## src/rtl/vx_branch_resolver.sv

```systemverilog
// vx_branch_resolver: per-warp PC/active/stall state, branch resolution from the ALU blocks,
// and round-robin issue of one warp per handshake into a registered fetch output.
module vx_branch_resolver #(
  parameter int NUM_WARPS = 4,
  parameter int NW_WIDTH = 2,
  parameter int NUM_ALU_BLOCKS = 2,
  parameter int PC_BITS = 31,
  parameter logic [PC_BITS-1:0] STARTUP_PC = 31'h2000_0000,
  parameter int PERF_BITS = 32
) (
  input  logic clk,
  input  logic reset,
  input  logic [NUM_ALU_BLOCKS-1:0] br_valid,
  input  logic [NUM_ALU_BLOCKS*NW_WIDTH-1:0] br_wid,
  input  logic [NUM_ALU_BLOCKS-1:0] br_taken,
  input  logic [NUM_ALU_BLOCKS*PC_BITS-1:0] br_dest,
  input  logic wstart_valid,
  input  logic [NW_WIDTH-1:0] wstart_wid,
  input  logic [PC_BITS-1:0] wstart_pc,
  input  logic wstop_valid,
  input  logic [NW_WIDTH-1:0] wstop_wid,
  input  logic unlock_valid,
  input  logic [NW_WIDTH-1:0] unlock_wid,
  output logic sched_valid,
  input  logic sched_ready,
  output logic [NW_WIDTH-1:0] sched_wid,
  output logic [PC_BITS-1:0] sched_pc,
  output logic [PERF_BITS-1:0] perf_branches,
  output logic [PERF_BITS-1:0] perf_taken
);
  logic [NUM_WARPS-1:0] active, stalled, eligible, active_n, stalled_n;
  logic [PC_BITS-1:0] pc [NUM_WARPS];
  logic [PC_BITS-1:0] pc_n [NUM_WARPS];
  logic [NW_WIDTH-1:0] rr, winner, cand;
  logic found, load, hit, issue;
  logic [PC_BITS-1:0] tgt;
  logic [PERF_BITS-1:0] nb, nt;

  assign eligible = active & ~stalled;
  assign load = (~sched_valid | sched_ready) & |eligible;

  always_comb begin
    winner = rr;
    found = 1'b0;
    cand = '0;
    for (int i = 1; i <= NUM_WARPS; i++) begin
      cand = NW_WIDTH'((int'(rr) + i) % NUM_WARPS);
      if (!found && eligible[cand]) begin
        winner = cand;
        found = 1'b1;
      end
    end
  end

  // Per warp, highest priority wins: wstart > branch > issue > unlock; wstop only touches active.
  always_comb begin
    active_n = active;
    stalled_n = stalled;
    pc_n = pc;
    nb = '0;
    nt = '0;
    hit = 1'b0;
    tgt = '0;
    issue = 1'b0;
    for (int b = 0; b < NUM_ALU_BLOCKS; b++) begin
      nb = nb + PERF_BITS'(br_valid[b]);
      nt = nt + PERF_BITS'(br_valid[b] & br_taken[b]);
    end
    for (int w = 0; w < NUM_WARPS; w++) begin
      hit = 1'b0;
      tgt = pc[w];
      for (int b = NUM_ALU_BLOCKS - 1; b >= 0; b--)
        if (br_valid[b] && br_wid[b*NW_WIDTH +: NW_WIDTH] == NW_WIDTH'(w)) begin
          hit = 1'b1;
          tgt = br_taken[b] ? br_dest[b*PC_BITS +: PC_BITS] : pc[w];
        end
      issue = load && winner == NW_WIDTH'(w);
      if (wstart_valid && wstart_wid == NW_WIDTH'(w)) begin
        active_n[w] = 1'b1;
        stalled_n[w] = 1'b0;
        pc_n[w] = wstart_pc;
      end else begin
        if (hit) begin
          stalled_n[w] = 1'b0;
          pc_n[w] = tgt;
        end else if (issue) begin
          stalled_n[w] = 1'b1;
          pc_n[w] = pc[w] + PC_BITS'(2);
        end else if (unlock_valid && unlock_wid == NW_WIDTH'(w))
          stalled_n[w] = 1'b0;
        if (wstop_valid && wstop_wid == NW_WIDTH'(w))
          active_n[w] = 1'b0;
      end
    end
  end

  always_ff @(posedge clk or posedge reset) begin
    if (reset) begin
      active <= NUM_WARPS'(1);
      stalled <= '0;
      for (int w = 0; w < NUM_WARPS; w++)
        pc[w] <= (w == 0) ? STARTUP_PC : '0;
      rr <= '0;
      sched_valid <= 1'b0;
      sched_wid <= '0;
      sched_pc <= '0;
      perf_branches <= '0;
      perf_taken <= '0;
    end else begin
      active <= active_n;
      stalled <= stalled_n;
      pc <= pc_n;
      perf_branches <= perf_branches + nb;
      perf_taken <= perf_taken + nt;
      if (load) begin
        sched_valid <= 1'b1;
        sched_wid <= winner;
        sched_pc <= pc[winner];
        rr <= winner;
      end else if (sched_ready)
        sched_valid <= 1'b0;
    end
  end

  for (genvar a = 0; a < NUM_ALU_BLOCKS; a++) begin : g_chk
    assert property (@(posedge clk) disable iff (reset)
      br_valid[a] |-> stalled[br_wid[a*NW_WIDTH +: NW_WIDTH]]);
    for (genvar c = a + 1; c < NUM_ALU_BLOCKS; c++) begin : g_pair
      assert property (@(posedge clk) disable iff (reset)
        !(br_valid[a] && br_valid[c] &&
          br_wid[a*NW_WIDTH +: NW_WIDTH] == br_wid[c*NW_WIDTH +: NW_WIDTH]));
    end
  end
endmodule

```

## config.mk

```make
export PLATFORM = sky130hd
export DESIGN_NAME = vx_branch_resolver
export DESIGN_NICKNAME = d
export VERILOG_FILES = /design/src/rtl/vx_branch_resolver.sv
export SDC_FILE = /design/constraint.sdc
export NUM_CORES = 1
export LEC_CHECK = 0
export ABC_AREA = 1
export BUFFER_PORTS_ARGS = -buffer_cell sky130_fd_sc_hd__clkbuf_2
export CAP_MARGIN = 5
export CELL_PAD_IN_SITES_DETAIL_PLACEMENT = 2
export CELL_PAD_IN_SITES_GLOBAL_PLACEMENT = 2
export CORE_MARGIN = 2
export CORE_UTILIZATION = 35
export DETAILED_ROUTE_END_ITERATION = 7
export MAX_ROUTING_LAYER = met4
export PLACE_DENSITY = 0.95
export SYNTH_ARGS = -nofsm -noshare
export SYNTH_HDL_FRONTEND = slang
export SYNTH_SLANG_ARGS = --single-unit
```

## constraint.sdc

```tcl
create_clock -name clk -period 13.3 [get_ports clk]
set_clock_uncertainty 0.05 [all_clocks]
set_input_delay 1.995 -clock clk [delete_from_list [all_inputs] [get_ports clk]]
set_output_delay 1.995 -clock clk [all_outputs]
set_load 0.01 [all_outputs]
```

Yosys cells after proc, flatten, opt, wreduce, memory -nomap -nowiden

Index checks and enable logic that the tools add are counted.

Bits of input ports: 113
Word-level logic and storage cells: 200
Register bits: 230
Output and inout port bits: 98

Multiplexer cells: 74
Reduce and logical (&&, ||, !) cells: 54
Bitwise operators: 8
Magnitude comparators: 5
Eq/ne operators: 30
Add/sub/neg operators: 12

Operators with widths:

| cell                                                                     | number |
|---|---|
| 31-bit 2-to-1 mux                                                        | 24 |
| 31-bit by 2-bit adder with 31-bit output (second input constant)         | 4 |
| 32-bit by 2-bit adder with 32-bit output                                 | 2 |
| 31-bit binary-select mux with 2-bit select                               | 1 |
| 1-bit 2-to-1 mux                                                         | 41 |
| 4-bit by 3-bit inequality test with 1-bit output (second input constant) | 10 |
| 1-bit logical AND                                                        | 27 |
| 2-bit == test (second input constant)                                    | 12 |
| 4-bit AND reduction                                                      | 4 |
| 4-bit nonzero test                                                       | 4 |
| 2-bit by 1-bit == test with 1-bit output (second input constant)         | 6 |
| 2-bit logical NOT                                                        | 6 |
| 2-bit by 3-bit < comparator with 1-bit output (second input constant)    | 4 |
| 3-bit nonzero test                                                       | 4 |
| 2-bit nonzero test                                                       | 5 |
| 1-bit binary-select mux with 2-bit select                                | 4 |
| 2-bit 2-to-1 mux                                                         | 4 |
| 1-bit by 1-bit adder with 2-bit output                                   | 2 |
| 2-bit by 1-bit adder with 2-bit output (second input constant)           | 2 |
| 2-bit adder (second input constant)                                      | 2 |
| 4-bit bitwise AND                                                        | 1 |
| 4-bit by 1-bit inequality test with 1-bit output (second input constant) | 1 |
| 4-bit by 2-bit inequality test with 1-bit output (second input constant) | 1 |
| 4-bit inverter                                                           | 1 |
| 7 further kinds                                                          | 11 |

Depth between registers and ports, before layout

Gate-level depths: netlist of the first run.

Word-level depth: 19
Depth in mapped cells: 17
Gate-level depth less buffers: 15

Worst setup path before layout of the first run

Ideal clock, no wire load.

Kind: input-to-reg
Start point: input br_valid[0]
End point: register perf_taken[26]
Path slack: 8.998 ns
Required time: 13.123 ns
Arrival time: 4.125 ns
Cell stages on the path: 15
Cells stage by stage: buf_2 -> nand2_1 -> fa_1 -> inv_1 -> ha_1 -> nand3_2 -> nor2_1 -> nand3_2 -> nor2_1 -> nand3b_1 -> nor2_2 -> nand2_1 -> nor2_4 -> nand3_1 -> xnor2_1

Cells in the longest elaborated chain, start to end: 3

Ends and longest elaborated chain:

| item                                     | RTL line | source |
|---|---|---|
| from (decl)                              | 13       | `input logic [NUM_ALU_BLOCKS-1:0] br_valid,` |
| 1-bit bitwise AND                        | 67       | `nt = nt + PERF_BITS'(br_valid[b] & br_taken[b]);` |
| 1-bit by 1-bit adder with 2-bit output   | 67       |  |
| 32-bit by 2-bit adder with 32-bit output | 114      | `perf_taken <= perf_taken + nt;` |
| to (signal assigned)                     | 114      |  |
| to (decl)                                | 29       | `output logic [PERF_BITS-1:0] perf_taken` |

Every way passes these cells.
A chain may end at the register's enable or synchronous reset.

Final worst setup path of the first run

Start point: input br_wid[0]
End point: register pc[33] in the netlist's numbering

Cells in the longest elaborated chain, start to end: 5

Ends and longest elaborated chain:

| item                                                                                            | RTL line | source |
|---|---|---|
| from (decl)                                                                                     | 14       | `input logic [NUM_ALU_BLOCKS*NW_WIDTH-1:0] br_wid,` |
| 2-bit == test (*)                                                                               | 73       | `if (br_valid[b] && br_wid[b*NW_WIDTH +: NW_WIDTH] == NW_WIDTH'(w)) begin` |
| 1-bit logical AND (*)                                                                           | 73       |  |
| 1-bit 2-to-1 mux / 31-bit 2-to-1 mux (equally long branches)                                    | 73       |  |
| 4-bit by 3-bit inequality test with 1-bit output (no source line), or another cell as far along | n/a      |  |
| 4-bit AND reduction (no source line) / 31-bit 2-to-1 mux (equally long branches)                | n/a      |  |
| to (signal, indexed assignment)                                                                 | 102      | `pc[w] <= (w == 0) ? STARTUP_PC : '0;` |
| to (signal assigned)                                                                            | 112      | `pc <= pc_n;` |
| to (decl)                                                                                       | 32       | `logic [PC_BITS-1:0] pc [NUM_WARPS];` |

Every way passes the cells marked *; elsewhere a longest branch is shown, timed or not.

==> out/summary.txt, run 1 <==
Status: complete, no violations
Via count: 20.6k
Crit-path slowest cell: nand2_1
Hold EP: perf_branches[31]
IO Count: 211
Ys async rst share: 100%
Sink Count: 230
Max incr delay on CP: 1080 ps
Worst-path fanout max: 64
Worst path cell trace: clkbuf_2, inv_1, nand3_2, buf_4, o31ai_1, or2_1, inv_2, nand2_1, nand2_1, nand2_1, nand2_1
Worst Path Required: 13,790 ps
Max Cap Viol: 0
Die area: 0.0513 sq mm
Gr usage total: 39.7%
Drt total wl: 98,800 um
First-pass GRT wire length: 146,000 um
Post-synthesis cell count: 2,687
Crit path DAT: 6030 ps
Initial antenna violation count: 4
Max Slew Vio Count: 0
Most frequent cells in the layout: nand2_1, inv_1, dfrtp_1
Synth Net Count: 2,808
Area Growth Syn to Fin: 15.2%
Synth top area share: 32.9%
Setup slack, reg-to-reg: 8080 ps
CTS tree: done
Slew margin rel.: 9.97%
RSZ-0062 raised after global routing: false
Hold Buf Count CTS: 0
Routed length per instance: 28.0 um
Row count: 81
Worst reg2reg startpoint: rr[0]
Cell mode on critical path: nand2_1
Number of post-CTS setup repair buffers: 0
Largest net degree at the start of global routing: 117
Final ANT Viol Nets: 0
Final Util: 40.8%
Final hold viol count: 0
Worst R2R Path Depth: 12
P_leak: 10.1 nW
Total Power: 4.38 mW
Hold/Removal Path Class: reg2reg
CTS Root Buffer Type: clkbuf_16
Die X: 227 um
Initial DRC Count: 1,992
Buf/Inv on CP: 4
H-tree depth: 1
Commonest non-fill, non-tap cell in the layout: nand2_1
Internal power: 2.02 mW
Crit path from: br_wid[0]
Placed Area: 0.0189 sq mm
CP delay by family, top: simple AND/OR/NAND/NOR gates
Period utilisation layout: 41.7%
Die H: 227 um
Clock power share: 20.7%
Setup TNS: 0 ps
Port bufs: 210
Vias in the first global route: 21.8k
Hold path startpoint: perf_branches[31]
Prevailing post-synth register cell: dfrtp_1
WHS Path Cells: 1
Syn avg cell area: 6.45 sq um
Vias/cell: 5.84
Gate power share: 49.5%
Synth top area cells: dfrtp_1, nand2_1, nand3_1
Clock slew seen by the registers of the worst setup and hold paths: 60 ps
Least-Margin Pin Slew: 1350 ps
YS warnings: 0
Synth Register Bits: 230
Pre-antenna DRT Iters: 6
# resized after CTS: 0
DP HPWL: 76,500 um
Seq/Total Area, Yosys: 33.2%
Clock buffer depth: 3
CTS buffer count: 31
Starting Density: 35.4%
Residual DRC: 0
GRT overflow: 0
Power share of the sequential group: 29.7%
Finished Cell Area: 0.0200 sq mm
Post-layout min period: 5540 ps
Post-synth EDFFs: 0
Switching share of total power: 54.0%
Synthesized area: 0.0173 sq mm
Power density over the cells: 220 mW/mm^2
VDD IR max: 0.000141 V
Fraction of layout cells with a size suffix above 1: 11.7%
Worst Setup End Kind: register
FF-to-FF End: pc[33]
CP Class: in2reg
# fillers: 5,931
Routability cong.: 1.04
Area leader, netlist: dfrtp_1
Maximum clock rate: 0.180 GHz
Yosys cell types: 51
Psw: 2.37 mW
Worst-Skew Late Latency: 620 ps
Crit start category: primary input
Core footprint: 0.0490 sq mm
Final nets: 2,953
Final setup violating endpoints: 0
==> sequential cells by signal (all words and copies together), names as in the netlist <==
name and flops:
perf_taken 32, pc 124, sched_valid 1, active 4
stalled 4, perf_branches 32, rr 2, sched_pc 31
==> power by group through the flow <==
stage / combinational, mW / clock (mW) / sequential (mW)
3_5_place_dp: 2.11 / 0 / 1.29
5_1_grt: 2.36 / 0.943 / 1.32
3_3_place_gp: 1.98 / 0 / 1.27
2_1_floorplan: 1.34 / 0 / 1.15
4_1_cts: 2.14 / 0.917 / 1.29
6_report: 2.17 / 0.909 / 1.30
==> worst max-delay path by stage <==
| stage | endpoint | slack, ps | cells after the start |
|---|---|---|---|
| after floorplan | active[1] | 4950 | 1 |
| after global placement | pc[59] | 7650 | 11 |
| after detailed placement | pc[54] | 7410 | 11 |
| after CTS | pc[54] | 7930 | 11 |
| after global routing | pc[54] | 7440 | 11 |
| final | pc[33] | 7760 | 11 |
==> logic make-up (layout without fill, tap and decap cells) <==
| family | after synthesis | after routing | synth area share (%) |
|---|---|---|---|
| flops | 230 | 230 | 33.2 |
| buf+inv | 363 | 532 | 8.46 |
| simple gates | 1600 | 1600 | 38.7 |
| compound gates | 344 | 344 | 11.7 |
| mux | 1 | 1 | 0.0650 |
| other cells | 0 | 3 | 0 |
| fa+ha+maj | 8 | 8 | 0.664 |
| xor+xnor | 141 | 141 | 7.13 |
==> worst reg2reg max path: stages, from the launching register on <==
cell	delay (ps)
dfrtp_1	660
nand3_1	200
nand2_1	170
nand2_1	100
nand2_1	120
nand4_1	150
nand2_4	500
buf_4	630
nand3_1	320
nand2_1	830
nand2_1	940
nand2_1	340
nand2_1	100
==> synthesized netlist by cell type (all sizes together), types with 2 or more instances <==
cell type,instances
nand2,1088
inv,239
nand3,235
dfrtp,228
o21ai,196
nor2,133
xor2,97
nor3,84
clkbuf,62
buf,59
a22oi,57
xnor2,44
o211ai,38
nand4,36
a21oi,27
o221ai,9
ha,6
nand3b,6
nor4,6
nor3b,5
a31oi,4
o22ai,4
and2,3
clkinv,3
a21boi,2
dfstp,2
fa,2
o21bai,2
o31ai,2
or2,2
==> through the flow <==
stage / worst slack, ps / std cells / hold WS, ps
finish: 7760 / 3523 / 429
global route: 7440 / 3522 / 445
CTS: 7930 / 3520 / 429
detailed placement: 7410 / 3463 / 417
global placement: 7650 / 3463 / 405
floorplan: 4950 / 2687 / 392
==> per-layer routing <==
metal	routed length [um]	part of all wire, %	GRT usage [%]	up-vias
li1	-	-	-	8974
met1	40300	41	49.7	10400
met2	45000	46	61.7	921
met3	7110	7.2	5.70	256
met4	6400	6.5	22.3	0
met5	0	0	-	-
==> final cells by class <==
cell class | instances | area [sq um] | area share, %
Multi-Input combinational cell | 2094 | 10100 | 50.8
Inverter | 242 | 921 | 4.61
Sequential cell | 230 | 5760 | 28.8
Clock buffer | 41 | 873 | 4.37
Tap cell | 664 | 831 | 4.16
Clock inverter | 16 | 210 | 1.05
Antenna cell | 3 | 7.51 | 0.0376
Timing Repair Buffer | 233 | 1220 | 6.13
Power figures use the tool's default switching activity.
==> run 2: changes to the inputs <==
CORE_UTILIZATION = 29   (was 35)
PLACE_DENSITY = 0.89   (was 0.95)
clock period = 4.8 ns   (was 13.3 ns; I/O delays follow)
==> run 2 against run 1 <==
Worst setup slack worse by 7000 ps. Sequential cell count stayed put. Hold slack got worse by 350 ps. Cell count is 3.5% higher. Power rose to 2.8 times the previous value. Register-to-register slack lost 7400 ps. Critical path depth grew 1. Clock power grew to 2.7 times the previous value. Via count rose by 0.29%. Non-clock buffer count grew 14.
==> out/summary.txt, run 2 (same netlist as run 1, synthesis figures left out) <==
Cell mode on critical path: nand2_1 (unchanged)
Initial DRC Count: 2,028 (was 1,992)
CTS tree: done (unchanged)
Worst Path Required: 5240 ps (was 13,790 ps)
Sink Count: 230 (unchanged)
Die X: 248 um (was 227 um)
Pre-antenna DRT Iters: 7 (was 6)
Fraction of layout cells with a size suffix above 1: 11.9% (was 11.7%)
Post-layout min period: 4080 ps
Worst path cell trace: nand3_1, nand2_1, nand2_1, nand2_1, nand4_1, nand2_4, nand4_2, nand2_1, buf_4, nand2_1, nand2_1, nand2_1 (was clkbuf_2, inv_1, nand3_2, buf_4, o31ai_1, or2_1, inv_2, nand2_1, nand2_1, nand2_1, nand2_1)
# resized after CTS: 0 (unchanged)
Setup slack, reg-to-reg: 720 ps (was 8080 ps)
Final ANT Viol Nets: 0 (unchanged)
First-pass GRT wire length: 145,000 um (was 146,000 um)
Worst-path fanout max: 62 (was 64)
Row count: 89 (was 81)
Slew margin rel.: 14.8% (was 9.97%)
P_leak: 10.2 nW (was 10.1 nW)
Worst reg2reg startpoint: rr[0] (unchanged)
Routability cong.: 1.02 (was 1.04)
CTS Root Buffer Type: clkbuf_16 (unchanged)
Crit path DAT: 4520 ps (was 6030 ps)
Routed length per instance: 26.6 um (was 28.0 um)
Drt total wl: 97,000 um (was 98,800 um)
Number of post-CTS setup repair buffers: 0 (unchanged)
DP HPWL: 74,700 um (was 76,500 um)
Gr usage total: 31.6% (was 39.7%)
Final setup violating endpoints: 0 (unchanged)
Max Cap Viol: 0 (unchanged)
Worst Setup End Kind: register (unchanged)
CP Class: reg2reg (was in2reg)
Final Util: 34.2% (was 40.8%)
Worst R2R Path Depth: 12 (unchanged)
Least-Margin Pin Slew: 1280 ps (was 1350 ps)
Power density over the cells: 601 mW/mm^2 (was 220 mW/mm^2)
Clock buffer depth: 3 (unchanged)
Maximum clock rate: 0.245 GHz
Residual DRC: 0 (unchanged)
Area Growth Syn to Fin: 16.6% (was 15.2%)
Crit-path slowest cell: nand2_1 (unchanged)
Die H: 248 um (was 227 um)
Hold Buf Count CTS: 0 (unchanged)
Initial antenna violation count: 7 (was 4)
Final nets: 2,966 (was 2,953)
VDD IR max: 0.000380 V (was 0.000141 V)
Vias/cell: 5.66 (was 5.84)
Via count: 20.6k (about the same)
Most frequent cells in the layout: nand2_1, inv_1, dfrtp_1 (unchanged)
Largest reg by FF count: pc (unchanged)
Vias in the first global route: 21.9k (was 21.8k)
Clock slew seen by the registers of the worst setup and hold paths: 60 ps (about the same)
FF-to-FF End: pc[107] (was pc[33])
# fillers: 7,278 (was 5,931)
Largest net degree at the start of global routing: 148 (was 117)
Hold/Removal Path Class: in2async (was reg2reg)
Commonest non-fill, non-tap cell in the layout: nand2_1 (unchanged)
Starting Density: 29.4% (was 35.4%)
RSZ-0062 raised after global routing: false (unchanged)
Period utilisation layout: 85.0%
IO Count: 211 (unchanged)
Final hold viol count: 0 (unchanged)
Worst-Skew Late Latency: 600 ps (was 620 ps)
Max Slew Vio Count: 0 (unchanged)
H-tree depth: 1 (unchanged)
Die area: 0.0617 sq mm (was 0.0513 sq mm)
Core footprint: 0.0590 sq mm (was 0.0490 sq mm)
Setup TNS: 0 ps (unchanged)
Crit start category: register (was primary input)
Port bufs: 210 (unchanged)
CTS buffer count: 30 (was 31)
Biggest regs: pc (124), perf_branches (32), perf_taken (32) (unchanged)
Max incr delay on CP: 850 ps (was 1080 ps)
Status: complete, no violations (unchanged)
GRT overflow: 0 (unchanged)
Max reg flops: 124 (unchanged)
-- run 2: cell types whose count changed in the layout (fill, tap and decap cells not counted), sizes merged --
cell and delta:
diode +3, buf +14, inv -3, clkbuf +3, clkinvlp +1, clkinv -4
-- run 2: final cells by class --
type / count / area (sq um) / share of cell area, %
diodes: 6 / 15.0 / 0.0743
clock buffers: 44 / 905 / 4.48
clock inverters: 10 / 150 / 0.743
inverters: 242 / 917 / 4.54
multi-input cells: 2094 / 10100 / 50.2
flip-flops and latches: 230 / 5760 / 28.5
well taps: 773 / 967 / 4.79
repair buffers: 247 / 1340 / 6.64
-- run 2: critical path, delay by kind of cell, from the launching register on --
kind	cells	cell delay, ps
buffers and inverters	1	350
and+or+nand+nor	11	2880
DFF	1	640
-- run 2: worst max-delay path by stage --
stage	from	cells after the start	endpoint	slack [ps]
final	rr[0]	12	pc[107]	720
after floorplan	reset	1	active[1]	1020
after global routing	rr[0]	12	pc[104]	480
after global placement	rr[0]	12	pc[103]	1230
after CTS	rr[0]	12	pc[107]	830
after detailed placement	rr[0]	12	pc[107]	840
-- run 2: per-layer routing --
| metal | wire [um] | vias to the layer above | global-route usage, % |
|---|---|---|---|
| li1 | - | 8994 | - |
| met1 | 40500 | 10600 | 39.5 |
| met2 | 44000 | 875 | 49.8 |
| met3 | 6780 | 224 | 4.78 |
| met4 | 5710 | 0 | 15.6 |
| met5 | 0 | - | - |
-- run 2: metrics by stage --
stage               std cells  hold WS (ps)  area, sq um  total power, mW  setup WS (ps)
finish                   3646          83.9        20200             12.1            721
global route             3645           123        20200             12.8            481
CTS                      3640          83.0        20200             12.0            834
detailed placement       3586           422        19100             9.46            836
global placement         3586           406        19100             9.13           1230
floorplan                2687           392        17300             6.90           1020
-- run 2: where the power goes --
part           internal (mW)  switching (mW)  leakage [nW]  total, mW
registers               2.57            1.00          2.96       3.57
clock network           1.50           0.982         0.525       2.48
logic                   1.58            4.51          6.68       6.09
==> run 3: changes to the inputs <==
CORE_UTILIZATION = 32   (was 29)
PLACE_DENSITY = 0.92   (was 0.89)
clock period = 3.8 ns   (was 4.8 ns; I/O delays follow)
==> run 3 against run 2 <==
Sequential share of layout area down 0.13 points. Non-clock buffer count up 17. Clock power up 29%. Core utilization up 3.6 points. Sequential power up 28%. Cell count down 1.7%. First-iteration DRC count down 9.0%. Hold slack better by 75 ps. Critical path depth up 2. Global-route usage up 3.5 points.
==> out/summary.txt, run 3 (same netlist as run 1, synthesis figures left out) <==
Via count: 20.5k (was 20.6k)
# resized after CTS: 0 (unchanged)
Least-Margin Pin Slew: 861 ps (was 1280 ps)
Slew margin rel.: 42.6% (was 14.8%)
Worst path cell trace: nand3_1, nand2_1, nand2_1, nand2_1, nand3_2, nand2_1, nand2_4, nor2_2, nand2_1, nand2_1, nand2_1, buf_4, nand2_1, nand2_1 (was nand3_1, nand2_1, nand2_1, nand2_1, nand4_1, nand2_4, nand4_2, nand2_1, buf_4, nand2_1, nand2_1, nand2_1)
Max Cap Viol: 0 (unchanged)
Initial DRC Count: 1,846 (was 2,028)
CP Class: reg2reg (unchanged)
CP delay by family, top: simple AND/OR/NAND/NOR gates (unchanged)
Die X: 237 um (was 248 um)
Area Growth Syn to Fin: 17.1% (was 16.6%)
Hold Buf Count CTS: 1 (was 0)
GRT overflow: 0 (unchanged)
Gr usage total: 35.1% (was 31.6%)
Internal power: 7.27 mW (was 5.65 mW)
Crit start category: register (unchanged)
Hold/Removal Path Class: in2reg (was in2async)
Number of post-CTS setup repair buffers: 0 (unchanged)
Clock power share: 20.7% (was 20.5%)
Routability cong.: 0.998 (was 1.02)
Switching share of total power: 52.9% (was 53.5%)
CTS tree: done (unchanged)
Drt total wl: 96,300 um (was 97,000 um)
Initial antenna violation count: 6 (was 7)
Fraction of layout cells with a size suffix above 1: 12.3% (was 11.9%)
Crit path DAT: 3740 ps (was 4520 ps)
Crit-path slowest cell: dfrtp_1 (was nand2_1)
Core footprint: 0.0537 sq mm (was 0.0590 sq mm)
Routed length per instance: 26.9 um (was 26.6 um)
Buf/Inv on CP: 1 (unchanged)
Port bufs: 210 (unchanged)
Setup TNS: 0 ps (unchanged)
Most frequent cells in the layout: nand2_1, inv_1, dfrtp_1 (unchanged)
Max Slew Vio Count: 0 (unchanged)
Period utilisation layout: 86.7% (was 85.0%)
Maximum clock rate: 0.303 GHz (was 0.245 GHz)
Die area: 0.0560 sq mm (was 0.0617 sq mm)
Finished Layout Cells: 3,584 (was 3,646)
Sink Count: 230 (unchanged)
CTS buffer count: 30 (unchanged)
Starting Density: 32.3% (was 29.4%)
DP Cell Count: 3,525 (was 3,586)
Worst Setup End Kind: register (unchanged)
Power share of the sequential group: 29.7% (was 29.4%)
Die H: 237 um (was 248 um)
VDD IR max: 0.000929 V (was 0.000380 V)
Clock slew seen by the registers of the worst setup and hold paths: 60 ps (about the same)
Final setup violating endpoints: 0 (unchanged)
First-pass GRT wire length: 144,000 um (was 145,000 um)
Max reg flops: 124 (unchanged)
P_leak: 10.3 nW (was 10.2 nW)
Row count: 85 (was 89)
Post-layout min period: 3300 ps (was 4080 ps)
Worst hold margin: 159 ps (was 83.9 ps)
IO Count: 211 (unchanged)
Placed Area: 0.0192 sq mm (was 0.0191 sq mm)
Total Power: 15.4 mW (was 12.1 mW)
Clock buffer depth: 3 (unchanged)
Residual DRC: 0 (unchanged)
Power density over the cells: 761 mW/mm^2 (was 601 mW/mm^2)
Vias in the first global route: 21.6k (was 21.9k)
Finished Cell Area: 0.0203 sq mm (was 0.0202 sq mm)
Status: complete, no violations (unchanged)
Worst-Skew Late Latency: 600 ps (about the same)
Final hold viol count: 0 (unchanged)
Gate power share: 49.6% (was 50.2%)
Commonest non-fill, non-tap cell in the layout: nand2_1 (unchanged)
Biggest regs: pc (124), perf_branches (32), perf_taken (32) (unchanged)
Final ANT Viol Nets: 0 (unchanged)
Worst-path fanout max: 16 (was 62)
Cell mode on critical path: nand2_1 (unchanged)
Final worst-path setup slack: 505 ps (was 721 ps)
Final Util: 37.8% (was 34.2%)
DP HPWL: 74,700 um (about the same)
Max incr delay on CP: 660 ps (was 850 ps)
Largest reg by FF count: pc (unchanged)
H-tree depth: 1 (unchanged)
Largest net degree at the start of global routing: 119 (was 148)
Worst Path Required: 4240 ps (was 5240 ps)
CTS Root Buffer Type: clkbuf_16 (unchanged)
Pre-antenna DRT Iters: 5 (was 7)
Place WS: 457 ps (was 836 ps)
RSZ-0062 raised after global routing: false (unchanged)
Vias/cell: 5.73 (was 5.66)
# fillers: 6,531 (was 7,278)
Psw: 8.16 mW (was 6.49 mW)
Final nets: 2,983 (was 2,966)
run 3: changes by cell type in the layout (fill, tap and decap cells not counted), sizes merged:
cell / before / now
buf: 37 / 53
diode: 6 / 3
bufinv: 4 / 5
clkbuf: 254 / 257
dlygate4sd3: 0 / 1
clkinv: 9 / 6
run 3: power by group through the flow:
| stage | Combinational, mW | Sequential, mW | Clock (mW) |
|---|---|---|---|
| after floorplan | 4.69 | 4.04 | 0 |
| after global placement | 7.12 | 4.51 | 0 |
| after detailed placement | 7.45 | 4.55 | 0 |
| after CTS | 7.56 | 4.54 | 3.24 |
| after global routing | 8.38 | 4.63 | 3.32 |
| final | 7.65 | 4.58 | 3.20 |
run 3: worst reg2reg max path: stages, from the launching register on:
cell	delay [ps]
dfrtp_1	660
nand3_1	230
nand2_1	180
nand2_1	70
nand2_1	100
nand3_2	90
nand2_1	130
nand2_4	90
nor2_2	150
nand2_1	240
nand2_1	190
nand2_1	430
buf_4	400
nand2_1	110
nand2_1	70
run 3: cell type report:
type                    count  area [sq um]  area share, %
repair buffers            264          1510           7.44
clock inverters             8           165          0.814
clock buffers              47           916           4.51
inverters                 242           917           4.52
well taps                 696           871           4.29
multi-input cells        2094         10100           50.0
diodes                      3          7.51         0.0370
flip-flops and latches    230          5760           28.4
run 3: final timing paths:
check / startpoint / to / slack (ps) / cells after the start
setup / recovery: rr[0] / pc[89] / 500 / 14
hold / removal: sched_ready / sched_valid / 160 / 2
setup reg to reg: rr[0] / pc[89] / 500 / 14
hold reg to reg: sched_pc[24] / sched_pc[24] / 440 / 2
max in group asynchronous: reset / perf_taken[29] / 2230 / 4
min in group asynchronous: reset / pc[116] / 520 / 3
run 3: metal layers:
layer / up-vias / global-route usage [%] / share of wire [%]
met5: - / - / 0
met4: 0 / 19.7 / 7.0
met3: 225 / 4.30 / 5.5
met2: 781 / 53.6 / 44
met1: 10500 / 45.3 / 43
li1: 9026 / - / -
